**src/rtl/ram_rr_arbiter_if.sv**
```systemverilog
// Bus bundle between the two masters, the round-robin RAM arbiter and the RAM pins.
// The arbiter uses the slave modport; the requesting side uses master.
interface ram_rr_arbiter_if #(
    parameter int ADDR_BITS = 10,
    parameter int DATA_BITS = 8
);
    logic                 req0, we0, lock0, ack0, rvalid0;
    logic [ADDR_BITS-1:0] addr0;
    logic [DATA_BITS-1:0] wdata0;
    logic                 req1, we1, lock1, ack1, rvalid1;
    logic [ADDR_BITS-1:0] addr1;
    logic [DATA_BITS-1:0] wdata1;
    logic [DATA_BITS-1:0] rdata;
    logic                 ram_ena, ram_wea;
    logic [ADDR_BITS-1:0] ram_addr;
    logic [DATA_BITS-1:0] ram_din, ram_dout;

    modport slave (
        input  req0, we0, lock0, addr0, wdata0,
        input  req1, we1, lock1, addr1, wdata1,
        input  ram_dout,
        output ack0, rvalid0, ack1, rvalid1, rdata,
        output ram_ena, ram_wea, ram_addr, ram_din
    );

    modport master (
        output req0, we0, lock0, addr0, wdata0,
        output req1, we1, lock1, addr1, wdata1,
        output ram_dout,
        input  ack0, rvalid0, ack1, rvalid1, rdata,
        input  ram_ena, ram_wea, ram_addr, ram_din
    );
endinterface

```
**src/rtl/ram_rr_arbiter.sv**
```systemverilog
// Round-robin arbiter sharing one single-port synchronous RAM between two masters,
// with an owner lock for atomic read-modify-write and a bounded lock duration.
module ram_rr_arbiter #(
    parameter int ADDR_BITS    = 10,
    parameter int DATA_BITS    = 8,
    parameter int LOCK_TIMEOUT = 15
) (
    input  logic           clk,
    input  logic           reset_n,
    ram_rr_arbiter_if.slave bus
);
    localparam int CNT_W = (LOCK_TIMEOUT < 1) ? 1 : $clog2(LOCK_TIMEOUT + 1);

    typedef enum logic [1:0] {IDLE, OWN0, OWN1} state_t;

    state_t             state_q;
    logic               last_q;
    logic [CNT_W-1:0]   lock_cnt_q;
    logic               rvalid0_q, rvalid1_q;

    logic               gnt0, gnt1, gnt, g_we, g_lock, timeout;
    logic [CNT_W-1:0]   cnt_inc;

    always_comb begin
        gnt0 = 1'b0;
        gnt1 = 1'b0;
        unique case (state_q)
            IDLE: begin
                // On a tie the port that did not win last time goes first.
                gnt0 = bus.req0 && (!bus.req1 || last_q);
                gnt1 = bus.req1 && (!bus.req0 || !last_q);
            end
            OWN0:    gnt0 = bus.req0;
            OWN1:    gnt1 = bus.req1;
            default: ;
        endcase
        gnt0 = gnt0 && reset_n;
        gnt1 = gnt1 && reset_n;
    end

    assign gnt     = gnt0 | gnt1;
    assign g_we    = gnt1 ? bus.we1   : bus.we0;
    assign g_lock  = gnt1 ? bus.lock1 : bus.lock0;
    assign cnt_inc = (lock_cnt_q == {CNT_W{1'b1}}) ? lock_cnt_q : lock_cnt_q + CNT_W'(1);
    // The grant that brings the count to LOCK_TIMEOUT is the last locked one.
    assign timeout = (LOCK_TIMEOUT != 0) && (cnt_inc == CNT_W'(LOCK_TIMEOUT));

    assign bus.ack0     = gnt0;
    assign bus.ack1     = gnt1;
    assign bus.ram_ena  = gnt;
    assign bus.ram_wea  = gnt && g_we;
    assign bus.ram_addr = gnt1 ? bus.addr1  : bus.addr0;
    assign bus.ram_din  = gnt1 ? bus.wdata1 : bus.wdata0;
    assign bus.rdata    = bus.ram_dout;
    assign bus.rvalid0  = rvalid0_q;
    assign bus.rvalid1  = rvalid1_q;

    always_ff @(posedge clk or negedge reset_n) begin
        if (!reset_n) begin
            state_q    <= IDLE;
            last_q     <= 1'b1;
            lock_cnt_q <= '0;
            rvalid0_q  <= 1'b0;
            rvalid1_q  <= 1'b0;
        end else begin
            rvalid0_q <= gnt0 && !bus.we0;
            rvalid1_q <= gnt1 && !bus.we1;
            if (gnt) begin
                last_q <= gnt1;
                if (!g_lock || timeout) begin
                    state_q    <= IDLE;
                    lock_cnt_q <= '0;
                end else begin
                    state_q    <= gnt1 ? OWN1 : OWN0;
                    lock_cnt_q <= cnt_inc;
                end
            end
        end
    end
endmodule

```
**src/flat_wrapper.sv**
```systemverilog
// flat-port wrapper written by rule: the top's interface ports become plain ports
module ram_rr_arbiter_flat 
#(
    parameter int ADDR_BITS    = 10,
    parameter int DATA_BITS    = 8,
    parameter int LOCK_TIMEOUT = 15
)
  (clk, reset_n, bus_req0, bus_we0, bus_lock0, bus_addr0, bus_wdata0, bus_req1, bus_we1, bus_lock1, bus_addr1, bus_wdata1, bus_ram_dout, bus_ack0, bus_rvalid0, bus_ack1, bus_rvalid1, bus_rdata, bus_ram_ena, bus_ram_wea, bus_ram_addr, bus_ram_din);
  ram_rr_arbiter_if #(.ADDR_BITS(ADDR_BITS), .DATA_BITS(DATA_BITS)) bus_i ();
  input  logic clk;
  input  logic reset_n;
  input wire logic [$bits(bus_i.req0)-1:0] bus_req0;
  input wire logic [$bits(bus_i.we0)-1:0] bus_we0;
  input wire logic [$bits(bus_i.lock0)-1:0] bus_lock0;
  input wire logic [$bits(bus_i.addr0)-1:0] bus_addr0;
  input wire logic [$bits(bus_i.wdata0)-1:0] bus_wdata0;
  input wire logic [$bits(bus_i.req1)-1:0] bus_req1;
  input wire logic [$bits(bus_i.we1)-1:0] bus_we1;
  input wire logic [$bits(bus_i.lock1)-1:0] bus_lock1;
  input wire logic [$bits(bus_i.addr1)-1:0] bus_addr1;
  input wire logic [$bits(bus_i.wdata1)-1:0] bus_wdata1;
  input wire logic [$bits(bus_i.ram_dout)-1:0] bus_ram_dout;
  output wire logic [$bits(bus_i.ack0)-1:0] bus_ack0;
  output wire logic [$bits(bus_i.rvalid0)-1:0] bus_rvalid0;
  output wire logic [$bits(bus_i.ack1)-1:0] bus_ack1;
  output wire logic [$bits(bus_i.rvalid1)-1:0] bus_rvalid1;
  output wire logic [$bits(bus_i.rdata)-1:0] bus_rdata;
  output wire logic [$bits(bus_i.ram_ena)-1:0] bus_ram_ena;
  output wire logic [$bits(bus_i.ram_wea)-1:0] bus_ram_wea;
  output wire logic [$bits(bus_i.ram_addr)-1:0] bus_ram_addr;
  output wire logic [$bits(bus_i.ram_din)-1:0] bus_ram_din;
  assign bus_i.req0 = bus_req0;
  assign bus_i.we0 = bus_we0;
  assign bus_i.lock0 = bus_lock0;
  assign bus_i.addr0 = bus_addr0;
  assign bus_i.wdata0 = bus_wdata0;
  assign bus_i.req1 = bus_req1;
  assign bus_i.we1 = bus_we1;
  assign bus_i.lock1 = bus_lock1;
  assign bus_i.addr1 = bus_addr1;
  assign bus_i.wdata1 = bus_wdata1;
  assign bus_i.ram_dout = bus_ram_dout;
  assign bus_ack0 = bus_i.ack0;
  assign bus_rvalid0 = bus_i.rvalid0;
  assign bus_ack1 = bus_i.ack1;
  assign bus_rvalid1 = bus_i.rvalid1;
  assign bus_rdata = bus_i.rdata;
  assign bus_ram_ena = bus_i.ram_ena;
  assign bus_ram_wea = bus_i.ram_wea;
  assign bus_ram_addr = bus_i.ram_addr;
  assign bus_ram_din = bus_i.ram_din;
  ram_rr_arbiter #(.ADDR_BITS(ADDR_BITS), .DATA_BITS(DATA_BITS), .LOCK_TIMEOUT(LOCK_TIMEOUT)) u_core (.clk(clk), .reset_n(reset_n), .bus(bus_i));
endmodule
```
**config.mk**
```make
export PLATFORM = sky130hd
export DESIGN_NAME = ram_rr_arbiter_flat
export DESIGN_NICKNAME = d
export VERILOG_FILES = /design/src/rtl/ram_rr_arbiter_if.sv /design/src/rtl/ram_rr_arbiter.sv /design/src/flat_wrapper.sv
export SDC_FILE = /design/constraint.sdc
export NUM_CORES = 1
export LEC_CHECK = 0
export BUFFER_PORTS_ARGS = -buffer_cell sky130_fd_sc_hd__buf_2
export CAP_MARGIN = 40
export CORE_AREA = 5 5 58 60
export DETAILED_ROUTE_END_ITERATION = 10
export DIE_AREA = 0 0 63 65
export GPL_ROUTABILITY_DRIVEN = 0
export PLACE_DENSITY = 0.82
export SETUP_SLACK_MARGIN = 0.2
export SLEW_MARGIN = 25
export SYNTH_ARGS = -nofsm -noshare
export SYNTH_HDL_FRONTEND = slang
export SYNTH_SLANG_ARGS = --single-unit
```
**constraint.sdc**
```tcl
create_clock -name clk -period 1.9 [get_ports clk]
set_clock_uncertainty 0.05 [all_clocks]
set_input_delay 0 -clock clk [delete_from_list [all_inputs] [get_ports clk]]
set_output_delay 0 -clock clk [all_outputs]
set_load 0.005 [all_outputs]
```
## Word level (Yosys, flattened, before mapping)

Cells that the tools add are included.
Widths: inputs -> output; s select.

| word-level totals | value |
|---|---|
| word-level logic and storage cells | 38 |
| register bits | 9 |
| input port bits | 52 |
| output and inout bits | 32 |

| cells by class | value |
|---|---|
| muxes and demuxes | 10 |
| $add $sub $neg | 1 |
| reductions and logical operators | 17 |
| bitwise operators | 1 |
| equality and inequality tests | 4 |

Operators by type and width:

| cell | number |
|---|---|
| $mux 10 | 1 |
| $eq 4x4->1 const B | 2 |
| $mux 4 | 2 |
| $mux 8 | 1 |
| $logic_and 1x1->1 | 7 |
| $logic_not 1->1 | 6 |
| $add 4x1->4 const B | 1 |
| $mux 2 | 2 |
| $pmux 1 s2 | 2 |
| $logic_or 1x1->1 | 3 |
| $eq 2x1->1 const B | 1 |
| $eq 2x2->1 const B | 1 |
| $logic_not 2->1 | 1 |
| $mux 1 | 2 |
| $or 1x1->1 | 1 |

## Longest topological paths before layout

Gate-level depths: netlist (run 1).

| logic depth | value |
|---|---|
| depth in word-level cells | 9 |
| gate-level depth with buffers | 6 |
| mapped depth without buffers | 6 |

## Worst setup path before layout (run 1)

OpenSTA, ideal clock, no wires.

| timing path | value |
|---|---|
| path kind | register to register |
| from | reg u_core.lock_cnt_q[0] |
| to | reg u_core.lock_cnt_q[1] |
| arrival time | 1.779 ns |
| path slack | -0.051 ns |
| stages on the path, launching flop included | 7 |
| data required time | 1.728 ns |
| setup time | 0.122 ns |
| buffers on the path | 0 |
| clock period less this slack | 1.951 ns |
| path through | dfrtp_1 -> ha_1 -> or3b_1 -> a21oi_1 -> a2111oi_4 -> a21o_1 -> a32o_1 |

| on the way | value |
|---|---|
| longest elaborated chain between the ends | 5 |
| elaborated cells between the ends (all ways) | 6 |
| those cells by class | add/sub (1); eq/ne (2); mux (2); reduce/logical (1) |

RTL lines:

| item | RTL line | source |
|---|---|---|
| from (decl) | ram_rr_arbiter.sv:18 | `logic [CNT_W-1:0] lock_cnt_q;` |
| from (signal assigned) | ram_rr_arbiter.sv:75 | `lock_cnt_q <= cnt_inc;` |
| $add 4x1->4 / $eq 4x4->1 (equally long branches) | ram_rr_arbiter.sv:44 | `assign cnt_inc = (lock_cnt_q == {CNT_W{1'b1}}) ? lock_cnt_q : lock_cnt_q + CNT_W'(1);` |
| $mux 4 * | ram_rr_arbiter.sv:44 |  |
| $eq 4x4->1 | ram_rr_arbiter.sv:46 | `assign timeout = (LOCK_TIMEOUT != 0) && (cnt_inc == CNT_W'(LOCK_TIMEOUT));` |
| $logic_or 1x1->1 | ram_rr_arbiter.sv:70 | `if (!g_lock \|\| timeout) begin` |
| $mux 4 * | ram_rr_arbiter.sv:70 |  |

Mark *: on every way between the ends. The rest lies on a longest branch, timed or not.
A chain may end at the register's enable or synchronous reset.

## Final worst setup path (run 1)

Same ends and word-level chain as after synthesis.

==> summary.md, run 1 <==
| Metric | Value |
|---|---|
| Cell count of the worst reg-to-reg path | 7 |
| Gr usage total | about an eighth |
| Ant diodes | 0 |
| CTS Buf Count | 3 |
| Vias in the first global route | approximately 1000 |
| Setup CP Type | register to register |
| Crit-path max cell delay | around 0.42 ns |
| Area growth syn-to-layout | 82.5% |
| WL final | between 3 and 4 mm |
| Max-cap viol count | 0 |
| GR Overflow Total | 0 |
| Vias | about 1200 |
| Pin count of the biggest net entering global routing | 21 |
| Netlist Area Pre-Place | 845 um^2 |
| #FFs+latches synth | 9 |
| Worst hold slack | just over 0.09 ns |
| Least-Margin Pin Slew | 0.327 ns |
| Minimum clock period | just under 2 ns |
| Initial Util | about 30% |
| Worst path buffer plus inverter count | 1 |
| R2R Setup Slk | -0.07 ns |
| Cell count after synthesis | 130 |
| Die W | about 63 um |
| Cell variety after synth | 32 |
| Startpoint Class | register |
| Worst VDD drop | just over 0.6 mV |
| Synth Net Count | about 180 |
| Pwr/cell area | around 800 nW/um^2 |
| Antenna violations before repair | 0 |
| Hold depth | 4 |
| Residual DRC | 0 |
| Status | finished with violations |
| TritonCTS clock tree | done |
| RSZ-0062 raised after global routing | true |
| Worst Path Required | 2.00 ns |
| Hold Path Class | input port to register |
| Worst EP arrival | slightly above 2 ns |
| Layout cells sized above 1 | approximately half |
| Root Buffer | clkbuf_4 |
| Failing checks | setup timing |
| Worst setup margin | -0.0702 ns |
| Total power | about 1300 uW |
| Sinks on Clock Net | 9 |
| Period utilization | 104% |
| # setup viols final | 1 |
| ANT nets after route | 0 |
| Die Span Y | around 65 um |
| # H-tree levels | 1 |
| Slew margin rel. | between 70% and 80% |
| Critical Path Sink Type | register |
| Port Buf Inserts | 67 |
| Routed WL per cell | between 10 and 15 um |
| Fin. max-slew vios | 0 |
| Clk buf depth | 2 |
| Die area | 4100 um^2 |
| Worst-Skew Late Latency | around 0.26 ns |
| Crit path depth | 7 |
| Final TNS setup | -0.0702 ns |
| Post-synthesis sequential area ratio | about 27% |
| Slowest cell on the critical path | dfrtp_2 |
| Family with the most delay on the worst path | compound AO/OA/AOI/OAI gates |
| Yosys warning count | 0 |
| Average size of a mapped cell | 6.50 um^2 |
| Core area | between 2000 and 3000 um^2 |
| Ports | 84 |
| Filler cells | roughly 280 |
| Cell Rows | 20 |
| Cells along the critical path | ha_4, or3b_4, a21oi_4, a2111oi_4, buf_4, a21o_1, a32o_1 |
| Fmax | 508 MHz |
| Clock slew at reported path FFs | roughly 0.06 ns |
| Vias per inst | ~4.6 |
| Detailed placer's ending HPWL | ~2.0 mm |
| Leak | 0.000840 uW |
| Final Hold Viols | 0 |
| Final net count | 270 |
| CP max FO | 6 |
| First-pass DRT Iterations | 4 |
| Cell area after layout | about 1500 um^2 |
| DP Area | around 1200 um^2 |
| DRT iter0 DRCs | 17 |
| Global-route wire length before repair | 4.35 mm |
[area by class of cell]
class	instances	area [um^2]	share of cell area [%]
Timing Repair Buffer	93	603	39.1
Timing Repair inverter	3	22.5	1.46
Clock buffer	4	26.3	1.70
Sequential cell	9	228	14.8
Inverter	2	11.3	0.731
Multi-Input combinational cell	105	609	39.5
Tap cell	33	41.3	2.68
[state kept, by name, summed over array words and instances, names as in the netlist]
name and count:
u_core.last_q 1, u_core.state_q 2, u_core.lock_cnt_q 4, u_core.bus.rvalid0 1, u_core.bus.rvalid1 1
[power breakdown]
group | total (uW) | switching, uW | internal (uW)
combinational | 805 | 382 | 423
sequential | 307 | 45.4 | 261
clock | 149 | 67.8 | 81.0
[cells in the mapped netlist]
library cell | number | area share [%]
nand2_1 | 63 | 28
and3_1 | 1 | 0.74
nor4bb_1 | 1 | 1.2
o21ai_1 | 3 | 1.8
nand3_1 | 4 | 2.4
nor2b_1 | 1 | 0.74
buf_2 | 1 | 0.59
inv_1 | 2 | 0.89
a21oi_1 | 8 | 4.7
dfstp_2 | 1 | 3.1
buf_4 | 8 | 7.1
a32o_1 | 1 | 1.2
and2_1 | 1 | 0.74
a21o_1 | 3 | 2.7
nor2_1 | 3 | 1.3
and3b_1 | 1 | 1.0
ha_1 | 1 | 1.5
nand3b_1 | 1 | 0.89
nand2b_1 | 2 | 1.5
a41oi_1 | 1 | 1.0
dfrtp_1 | 8 | 24
a2111oi_4 | 1 | 3.3
nor3_1 | 1 | 0.59
o2111ai_1 | 1 | 1.0
clkbuf_1 | 5 | 2.2
a21bo_1 | 1 | 1.2
or3b_1 | 1 | 1.0
and2b_1 | 1 | 0.89
a31oi_1 | 1 | 0.74
a21boi_1 | 1 | 0.89
or2_1 | 1 | 0.74
o21ai_0 | 1 | 0.59
[what timing repair did]
item,in CTS,in global routing
gates resized for setup,5,22
endpoints found under the hold margin,19,0
hold buffers,11,0
pin swaps,2,30
cloned,2,3
buffers inserted,0,4
setup endpoints to repair,26,22
[placed cells by master (no fill, tap or decap), types with 2 or more instances in the layout]
| cell | instances |
|---|---|
| buf_2 | 67 |
| nand2_1 | 52 |
| dlygate4sd3_1 | 11 |
| buf_4 | 9 |
| nand2_2 | 8 |
| a21oi_1 | 7 |
| dfrtp_1 | 7 |
| clkinvlp_4 | 4 |
| nand3_1 | 4 |
| buf_6 | 4 |
| nor2_1 | 3 |
| a21o_1 | 3 |
| clkbuf_4 | 3 |
| nand2_4 | 2 |
| nand2b_1 | 2 |
| o21ai_1 | 2 |
[per-layer routing]
layer | GRT usage [%] | wire (um) | up-vias
met5 | 0 | 0 | -
li1 | - | - | 597
met2 | 23.2 | 1520 | 55
met3 | 3.64 | 306 | 3
met1 | 14.7 | 1240 | 498
met4 | 1.86 | 16 | 0
[final timing paths]
path | from | end
max in group asynchronous | reset_n | u_core.last_q
worst max register to register | u_core.lock_cnt_q[0] | u_core.lock_cnt_q[1]
worst max-delay path | u_core.lock_cnt_q[0] | u_core.lock_cnt_q[1]
min in group asynchronous | reset_n | u_core.bus.rvalid0
worst min-delay path | bus_req1 | u_core.bus.rvalid0
worst min register to register | u_core.state_q[1] | u_core.state_q[1]
[kinds of logic after synthesis]
| logic type | synth area share (%) |
|---|---|
| DFF | 26.8 |
| buffers and inverters | 10.8 |
| AOI/OAI and AO/OA | 19.1 |
| adders and majority gates | 1.48 |
| and+or+nand+nor | 41.8 |
[tightest hold or removal path: cells and delay by family]
kind / cells / cell delay (ns)
buffers and inverters: 1 / 0.10
and+or+nand+nor: 3 / 0.26
[per-stage QoR]
stage / setup slack, ns / instances / utilization (%)
floorplan: 0.0639 / 130 / -
global placement: -0.0432 / 225 / 42.8
detailed placement: -0.0676 / 225 / 42.8
CTS: -0.0806 / 242 / 48.5
global route: -0.121 / 249 / 53.6
finish: -0.0702 / 249 / 53.6
No activity file was read; power rests on OpenSTA's default activity.
==> run 2, diff against run 1 <==
--- a/config.mk
+++ b/config.mk
@@ -5,7 +5,7 @@
 export SDC_FILE = /design/constraint.sdc
 export NUM_CORES = 1
 export LEC_CHECK = 0
-export BUFFER_PORTS_ARGS = -buffer_cell sky130_fd_sc_hd__buf_2
+export BUFFER_PORTS_ARGS = -buffer_cell sky130_fd_sc_hd__buf_4
 export CAP_MARGIN = 40
 export CORE_AREA = 5 5 58 60
 export DETAILED_ROUTE_END_ITERATION = 10
==> run 2 against run 1 <==
  * The flow still finishes with violations (setup timing)
  * Total power increased by 4.3%
  * Register-to-register slack about the same
  * Global-route usage increased by 2.2 points
  * First-iteration DRC count increased by 88%
  * Maximum frequency decreased by 0.29%
  * Combinational power increased by 5.6%
  * Core utilization increased by 5.0 points
  * Sequential power about the same
  * Critical path type unchanged
  * Largest cell class is now non-clock buffers
  * Highest routed layer unchanged
==> summary.md, run 2 (synthesis gave the netlist of run 1 again) <==
| Metric | Value |
|---|---|
| Status | finished with violations |
| Failing checks | setup timing |
| # H-tree levels | 1 (unchanged) |
| R2R Setup Slk | -0.08 ns (about the same) |
| Max-cap viol count | 0 (unchanged) |
| R2R Path End | u_core.lock_cnt_q[1] |
| Top Registers | u_core.lock_cnt_q (4), u_core.state_q (2) |
| Final core utilization | 58.6% (+5.0 points) |
| Slowest cell on the critical path | dfrtp_2 |
| First-pass DRT Iterations | 4 (unchanged) |
| GR Overflow Total | 0 (unchanged) |
| Cell count of the worst reg-to-reg path | 7 (unchanged) |
| Pin count of the biggest net entering global routing | 21 (unchanged) |
| Global-route wire length before repair | 4.99 mm (+15%) |
| DRT iter0 DRCs | 32 (+15) |
| Leading cell types in the layout, fill and taps excluded | 65 x buf_4, 53 x nand2_1, 12 x dlygate4sd3_1, 11 x buf_6, 9 x nand2_2 |
| Final net count | 266 (-1.5%) |
| Layout cells sized above 1 | 49.1% (-0.94 points) |
| Worst EP arrival | 2.09 ns (+0.02 ns) |
| Die area | 4100 um^2 (unchanged) |
| Worst hold slack | 0.0444 ns (-0.0462 ns) |
| Worst VDD drop | 0.533 mV (-12%) |
| Placed Cells | 223 (-0.89%) |
| Crit path depth | 7 (unchanged) |
| Worst-Skew Late Latency | 0.27 ns (about the same) |
| FF-to-FF Start | u_core.lock_cnt_q[0] |
| Residual DRC | 0 (unchanged) |
| Detailed placer's ending HPWL | 2.14 mm (+4.5%) |
| Worst setup margin | -0.0759 ns (-0.00567 ns) |
| WL final | 3.22 mm (+4.2%) |
| Largest register FFs | 4 (unchanged) |
| Ports | 84 (unchanged) |
| Vias | 1159 (+0.52%) |
| Family with the most delay on the worst path | compound AO/OA/AOI/OAI gates |
| Die Span Y | 65 um (unchanged) |
| Clk buf depth | 2 (unchanged) |
| Startpoint Class | register |
| Crit path from | u_core.lock_cnt_q[0] |
| RSZ-0062 raised after global routing | true |
| Area growth syn-to-layout | 99.6% |
| Port Buf Inserts | 67 (unchanged) |
| Cell Rows | 20 (unchanged) |
| Routed WL per cell | 13.1 um (+5.9%) |
| Cells along the critical path | ha_4, or3b_4, a21oi_4, a2111oi_4, buf_4, a21o_1, a32o_1 |
| Worst Path Required | 2.01 ns (about the same) |
| Least-Margin Pin Slew | 0.427 ns (+0.0998 ns) |
| Worst path buffer plus inverter count | 1 (unchanged) |
| Pre-CTS setup slack | -0.0702 ns (-0.00258 ns) |
| ANT nets after route | 0 (unchanged) |
| Root Buffer | clkbuf_4 |
| Critical Path Sink Type | register |
| Initial Util | 29.3% (unchanged) |
| Clock slew at reported path FFs | 0.07 ns (about the same) |
| Finished Layout Cells | 245 (-1.6%) |
| Core area | 2880 um^2 (unchanged) |
| Hold depth | 3 (-1) |
| CP max FO | 6 (unchanged) |
| Gr usage total | 14.9% (+2.2 points) |
| CTS Buf Count | 3 (unchanged) |
| Largest register by flop count | u_core.lock_cnt_q |
| # setup viols final | 3 (+2) |
| Hold Path Class | input port to register |
| Fmax | 506 MHz (-0.29%) |
| Worst Setup EP | u_core.lock_cnt_q[1] |
| Final Hold Viols | 0 (unchanged) |
| Vias per inst | 4.73 (+2.2%) |
| Fin. max-slew vios | 0 (unchanged) |
| TritonCTS clock tree | done |
| Ant diodes | 0 (unchanged) |
| Slew margin rel. | 71.4% (-6.5 points) |
| Vias in the first global route | 1155 (+10%) |
| Sinks on Clock Net | 9 (unchanged) |
| Minimum clock period | 1.98 ns (+0.00567 ns) |
| Setup CP Type | register to register |
| Leak | 0.000871 uW (+3.7%) |
| Crit-path max cell delay | 0.43 ns (about the same) |
| Leading cell type in the layout, fill and taps excluded | buf_4 |
| Pwr/cell area | 780 nW/um^2 (-4.6%) |
| Period utilization | 104% (+0.30 points) |
| Die W | 63 um (unchanged) |
| Total power | 1310 uW (+4.3%) |
| Antenna violations before repair | 0 (unchanged) |
[run 2: final cells by class]
| cell class | instances | area (um^2) |
|---|---|---|
| clock buffer | 4 | 26.3 |
| fill | 258 | 1190 |
| inverter | 2 | 11.3 |
| multi-input combinational | 105 | 604 |
| sequential | 9 | 228 |
| tap | 33 | 41.3 |
| timing repair buffer | 89 | 752 |
| timing repair inverter | 3 | 22.5 |
[run 2: layer usage]
layer	up-vias	track usage [%]	part of all wire (%)
li1	584	-	-
met2	55	27.2	50
met4	0	5.04	1.2
met3	5	4.33	9.2
met1	515	16.2	40
met5	-	0	0
[run 2: stage by stage]
stage	area (um^2)	setup TNS (ns)
after floorplan	872	0
after global placement	1390	-0.0412
after detailed placement	1390	-0.0702
after CTS	1610	-0.108
after global routing	1690	-0.361
final	1690	-0.100
[run 2: worst min path at each step]
| stage | from | to | slack [ns] |
|---|---|---|---|
| floorplan | reset_n | u_core.bus.rvalid0 | -0.35 |
| global placement | reset_n | u_core.bus.rvalid0 | -0.21 |
| detailed placement | reset_n | u_core.state_q[0] | -0.20 |
| CTS | reset_n | u_core.last_q | 0.03 |
| global route | reset_n | u_core.bus.rvalid0 | 0.07 |
| finish | reset_n | u_core.bus.rvalid0 | 0.04 |
[run 2: what timing repair did]
action                                  in CTS  in global routing
cloned                                       3                  0
endpoints found under the setup margin      26                 23
hold buffers                                12                  0
hold endpoints to repair                    19                  0
resized for setup                           11                 22
setup buffers                                3                  0
pin swaps                                    9                 34
[run 2: worst register-to-register path: cells and delay by family (launching register included)]
family                   cells  cell delay (ns)
AO/OA/AOI/OAI                4             0.57
flip-flops                   1             0.43
AND/OR/NAND/NOR              1             0.39
adder cells (fa/ha/maj)      1             0.27
buffers and inverters        1             0.17
[run 2: report_power, final]
group          leakage, uW  internal [uW]  switching [uW]
combinational     0.000741            470             380
clock            0.0000150           81.2            74.3
sequential        0.000115            261            47.5
total             0.000871            813             502
